**config.mk**
```make
export PLATFORM = sky130hd
export DESIGN_NAME = topk_sorted_buffer
export DESIGN_NICKNAME = d
export VERILOG_FILES = /design/src/rtl/topk_sorted_buffer.sv
export SDC_FILE = /design/constraint.sdc
export NUM_CORES = 1
export LEC_CHECK = 0
export ABC_AREA = 1
export CAP_MARGIN = 0
export CELL_PAD_IN_SITES_DETAIL_PLACEMENT = 0
export CELL_PAD_IN_SITES_GLOBAL_PLACEMENT = 1
export CORE_UTILIZATION = 46
export DETAILED_ROUTE_END_ITERATION = 16
export GPL_TIMING_DRIVEN = 0
export PLACE_DENSITY_LB_ADDON = 0.1
export SLEW_MARGIN = 20
export SYNTH_ARGS = -nofsm -noshare
export SYNTH_HDL_FRONTEND = slang
export SYNTH_SLANG_ARGS = --single-unit
```
**constraint.sdc**
```tcl
create_clock -name clk -period 7.05 [get_ports clk]
set_clock_uncertainty 0.1 [all_clocks]
set_input_delay 2.115 -clock clk [delete_from_list [all_inputs] [get_ports clk]]
set_output_delay 2.115 -clock clk [all_outputs]
set_load 0.02 [all_outputs]
```
**src/rtl/topk_sorted_buffer.sv**
```systemverilog
// Top-K nearest-neighbour buffer: keeps the K smallest (distance, index) pairs sorted, then drains them in rank order (TOPK_STATS_EN adds accept/reject counters).
// Latency: one cycle per accepted candidate; threshold and count reflect an insert on the following cycle; drain emits one entry per handshake.
// Backpressure: in_ready only in ACCUM without start; drain outputs hold while out_valid & ~out_ready.
module topk_sorted_buffer #(
  parameter int K      = 8,
  parameter int DIST_W = 32,
  parameter int IDX_W  = 16
) (
  input  logic                   clk,
  input  logic                   reset,
  input  logic                   start,
  input  logic                   in_valid,
  output logic                   in_ready,
  input  logic [DIST_W-1:0]      in_distance,
  input  logic [IDX_W-1:0]       in_index,
  input  logic                   in_last,
  input  logic [DIST_W-1:0]      running_mean,
  output logic [DIST_W-1:0]      threshold,
  output logic [$clog2(K+1)-1:0] count,
  output logic                   out_valid,
  input  logic                   out_ready,
  output logic [DIST_W-1:0]      out_distance,
  output logic [IDX_W-1:0]       out_index,
  output logic [$clog2(K)-1:0]   out_rank,
  output logic                   out_last,
  output logic                   done,
`ifdef TOPK_STATS_EN
  output logic [31:0]            stat_accepted,
  output logic [31:0]            stat_rejected,
`endif
  output logic                   busy
);
  localparam int CW = $clog2(K+1);
  localparam int RW = $clog2(K);

  typedef enum logic [1:0] {S_IDLE, S_ACCUM, S_DRAIN} state_t;
  state_t state_q, state_d;

  logic [DIST_W-1:0] dist_q [K];
  logic [IDX_W-1:0]  idx_q  [K];
  logic [K-1:0]      vld_q;
  logic [CW-1:0]     count_q;
  logic [RW-1:0]     rd_q;
  logic              done_q;

  logic [DIST_W-1:0] dist_d [K];
  logic [IDX_W-1:0]  idx_d  [K];
  logic [K-1:0]      vld_d;
  logic              accept, ins_hit, out_hs, hs_last, full;
  logic [RW-1:0]     ins_pos;

  assign in_ready = (state_q == S_ACCUM) & ~start;
  assign accept   = in_valid & in_ready;
  assign full     = (count_q == CW'(K));

  // Descending scan so the lowest slot that beats the candidate wins; strict < keeps incumbents ahead on ties.
  always_comb begin
    ins_hit = 1'b0;
    ins_pos = '0;
    for (int i = K-1; i >= 0; i--) begin
      if (!vld_q[i] || (in_distance < dist_q[i])) begin
        ins_hit = 1'b1;
        ins_pos = RW'(i);
      end
    end
    dist_d = dist_q;
    idx_d  = idx_q;
    vld_d  = vld_q;
    for (int i = 1; i < K; i++) begin
      if (i > int'(ins_pos)) begin
        dist_d[i] = dist_q[i-1];
        idx_d[i]  = idx_q[i-1];
        vld_d[i]  = vld_q[i-1];
      end
    end
    dist_d[ins_pos] = in_distance;
    idx_d[ins_pos]  = in_index;
    vld_d[ins_pos]  = 1'b1;
  end

  assign out_valid    = (state_q == S_DRAIN) && (count_q != '0);
  assign out_hs       = out_valid & out_ready;
  assign out_last     = out_valid && (CW'(rd_q) == count_q - CW'(1));
  assign hs_last      = out_hs & out_last;
  assign out_distance = out_valid ? dist_q[rd_q] : '0;
  assign out_index    = out_valid ? idx_q[rd_q] : '0;
  assign out_rank     = rd_q;
  assign count        = count_q;
  assign threshold    = full ? dist_q[K-1] : running_mean;
  assign busy         = (state_q != S_IDLE);
  assign done         = done_q | ((state_q == S_DRAIN) && (count_q == '0) && !start);

  always_comb begin
    state_d = state_q;
    case (state_q)
      S_IDLE:  if (start) state_d = S_ACCUM;
      S_ACCUM: begin
        if (start)                  state_d = S_ACCUM;
        else if (accept && in_last) state_d = S_DRAIN;
      end
      S_DRAIN: begin
        if (start)                  state_d = S_ACCUM;
        else if (count_q == '0)     state_d = S_IDLE;
        else if (hs_last)           state_d = S_IDLE;
      end
      default:                      state_d = S_IDLE;
    endcase
  end

  always_ff @(posedge clk) begin
    if (reset) begin
      state_q <= S_IDLE;
      vld_q   <= '0;
      count_q <= '0;
      rd_q    <= '0;
      done_q  <= 1'b0;
      for (int i = 0; i < K; i++) begin
        dist_q[i] <= '0;
        idx_q[i]  <= '0;
      end
    end else begin
      state_q <= state_d;
      done_q  <= hs_last & ~start;
      if (start) begin
        vld_q   <= '0;
        count_q <= '0;
        rd_q    <= '0;
      end else begin
        if (accept && ins_hit) begin
          dist_q <= dist_d;
          idx_q  <= idx_d;
          vld_q  <= vld_d;
          if (!full) count_q <= count_q + CW'(1);
        end
        if (out_hs) rd_q <= out_last ? '0 : rd_q + RW'(1);
      end
    end
  end

`ifdef TOPK_STATS_EN
  always_ff @(posedge clk) begin
    if (reset || start) begin
      stat_accepted <= '0;
      stat_rejected <= '0;
    end else if (accept) begin
      if (ins_hit) begin
        if (stat_accepted != '1) stat_accepted <= stat_accepted + 32'd1;
      end else begin
        if (stat_rejected != '1) stat_rejected <= stat_rejected + 32'd1;
      end
    end
  end
`endif

endmodule
```
==> results.tsv <==
metric	value	unit
via count	31700	
initial DRC count	3261	
Hold Crit Depth	2	
root buffer cell	clkbuf_16	
largest net degree at the start of global routing	16	
Post-Syn Nets	4947	
worst vdd ir	0.000177	V
DP Wirelength	92900	um
Slew Limit Fails	0	
sequential-to-total area share from yosys stat	28.0	%
FF-to-FF setup slack	2.51	ns
Fin. Hold Viols	0	
area delta synth->final	15.9	%
Design Power	6.07	mW
clock sink total	402	
failing checks	negative setup slack	
max-cap viol count	0	
main area contributors after synthesis	dfxtp_1, ha_1, nand2_1, o21ai_0, a21oi_1	
leading cell type in the layout, fill and taps excluded	nand2_1	
post-synthesis cell count	4609	
Worst Setup EP	out_distance[27]	
Nets	5178	
Synthesis Warnings	0	
final cycle utilization of the critical path	101	%
Clock Pin Slew Worst Setup and Hold Paths	0.06	ns
Setup WS post-layout	-0.0577	ns
Fmax	141	MHz
top cell type's share of synthesized area	28.0	%
setup violators final	2	
H-tree levels	2	
commonest non-fill, non-tap cells in the layout	nand2_1, o21ai_0, nor2_1, inv_1, a21oi_1	
flops & latches, synth	402	
share of cells above drive strength 1	4.61	%
Fin Setup TNS	-0.0623	ns
die area	63400	um2
routed wire length on met3	13500	um
Initial Utilization	46.5	%
syn_area_per_cell	6.23	um2
Crit path arrival time	4.89	ns
vias in the first global route	29100	
Die X-Extent	252	um
Yosys top cell by area	dfxtp_1	
Period minus WS final	7.11	ns
wire length per cell	21.6	um
Pwr Density	183	nW/um2
GRT Total Usage	38.1	%
DP Worst Slack	0.101	ns
routability cong.	1.02	
M1 WL	51200	um
clk_lat worst skew	0.64	ns
DR WL met2	54100	um
Inserted Clock Buffers	51	
Post-route DRC	0	
antenna viol nets, final	0	
top sig layer	met5	
CP Max Fanout	10	
1st-pass router iterations	6	
CP Launch Type	register	
RSZ-0062 raised after global routing	false	
crit path kind	reg -> out	
Crit. End Element	output port	
synthesized cell area	28700	um2
core area	61700	um2
Slew @ Worst Pin	1.23	ns
hold path start	idx_q[11]$_SDFFE_PP0P_	
FF-to-FF Start	dist_q[3]$_SDFFE_PP0P_	
CTS tree	done	
R2R depth	23	
Total Wirelength	123000	um
input/output buffers	177	
initial antenna violation count	3	
WP data required	4.84	ns
total grt overflow	0	
first-pass GRT wire length	181000	um
setup bufs post-CTS	0	
# IOs	178	
die height	252	um
Leakage	13.9	nW
Yosys cell types	45	
hold_buf cts	0	
critical path startpoint	out_rank[1]$_SDFFE_PP0P_	
# resized after CTS	0	
Relative slew margins	17.9	%
vias per cell	5.55	
maximum clock path buffer count	3	
Row Count	91	
status	finished, violations left	
RR Endpoint	dist_q[157]$_SDFFE_PP0P_	
classification of the worst-slack hold path	reg -> reg	
[final cells by class]
type                    count  area, um2
clock buffers              78       1550
clock inverters            14        163
fillers                  6513      28500
plain buffers             303       1350
diodes                      2       5.00
repair buffers            178       1780
well taps                 837       1050
inverters                 578       2170
multi-input cells        3326      17100
flip-flops and latches    402       8050
[stage by stage]
step,utilization (%),instances,hold slack [ns],instance area (um2)
finish,53.9,5718,0.361,33300
global route,53.9,5716,0.382,33300
CTS,53.9,5716,0.361,33300
detailed placement,51.1,5624,0.354,31500
global placement,51.1,5623,0.351,31500
floorplan,-,4609,0.342,28700
[cell families (layout without fill, tap and decap cells)]
kind of cell             after synthesis  in the layout  synth area share (%)
buffers and inverters                881           1151                  12.3
AND/OR/NAND/NOR                     1843           1843                  26.5
XOR/XNOR                               7              7                 0.214
other                                  0              2                     0
adder cells (fa/ha/maj)              252            252                  11.0
flip-flops                           402            402                  28.0
AO/OA/AOI/OAI                       1224           1224                  22.0
[layer usage]
layer	up-vias	GRT usage [%]
li1	15500	-
met1	14400	50.0
met2	1500	60.7
met3	273	9.07
met4	4	13.8
met5	-	0
[worst min-delay path by stage]
| stage | endpoint |
|---|---|
| final | idx_q[11]$_SDFFE_PP0P_ |
| after floorplan | idx_q[0]$_SDFFE_PP0P_ |
| after global routing | idx_q[1]$_SDFFE_PP0P_ |
| after global placement | idx_q[5]$_SDFFE_PP0P_ |
| after detailed placement | idx_q[11]$_SDFFE_PP0P_ |
| after CTS | idx_q[11]$_SDFFE_PP0P_ |
[worst max-delay path, stage by stage (launching register included)]
cell             delay [ns]
dfxtp_1                0.37
clkbuf_1               0.88
clkinv_1               0.66
clkbuf_1               0.49
buf_1                  0.39
a21oi_1                0.22
o21ai_0                0.10
a31oi_1                0.43
clkdlybuf4s50_1        0.69
[synth_stat cells (all sizes together)]
| cell type | number |
|---|---|
| a211oi | 4 |
| a21boi | 3 |
| a21oi | 462 |
| a31o | 1 |
| a31oi | 49 |
| buf | 116 |
| clkbuf | 187 |
| clkinv | 3 |
| dfxtp | 402 |
| ha | 252 |
| inv | 575 |
| nand2 | 827 |
| nand3 | 381 |
| nand3b | 1 |
| nand4 | 19 |
| nor2 | 592 |
| nor2b | 1 |
| nor3 | 14 |
| nor3b | 1 |
| nor4 | 6 |
| o211ai | 5 |
| o21a | 26 |
| o21ai | 671 |
| o21ba | 1 |
| o221ai | 1 |
| o31a | 1 |
| or2 | 1 |
| xnor2 | 1 |
| xor2 | 6 |
[registers in the layout, indices dropped and copies added (netlist names)]
name and count:
out_rank 3, count 4, dist_q 256, idx_q 128
state_q 2, vld_q 8, done_q 1
[power breakdown]
group | internal (mW) | switching (mW)
clock network | 1.62 | 1.15
registers | 2.36 | 0.0530
logic | 0.315 | 0.576
No activity file was read; power rests on OpenSTA's default activity.
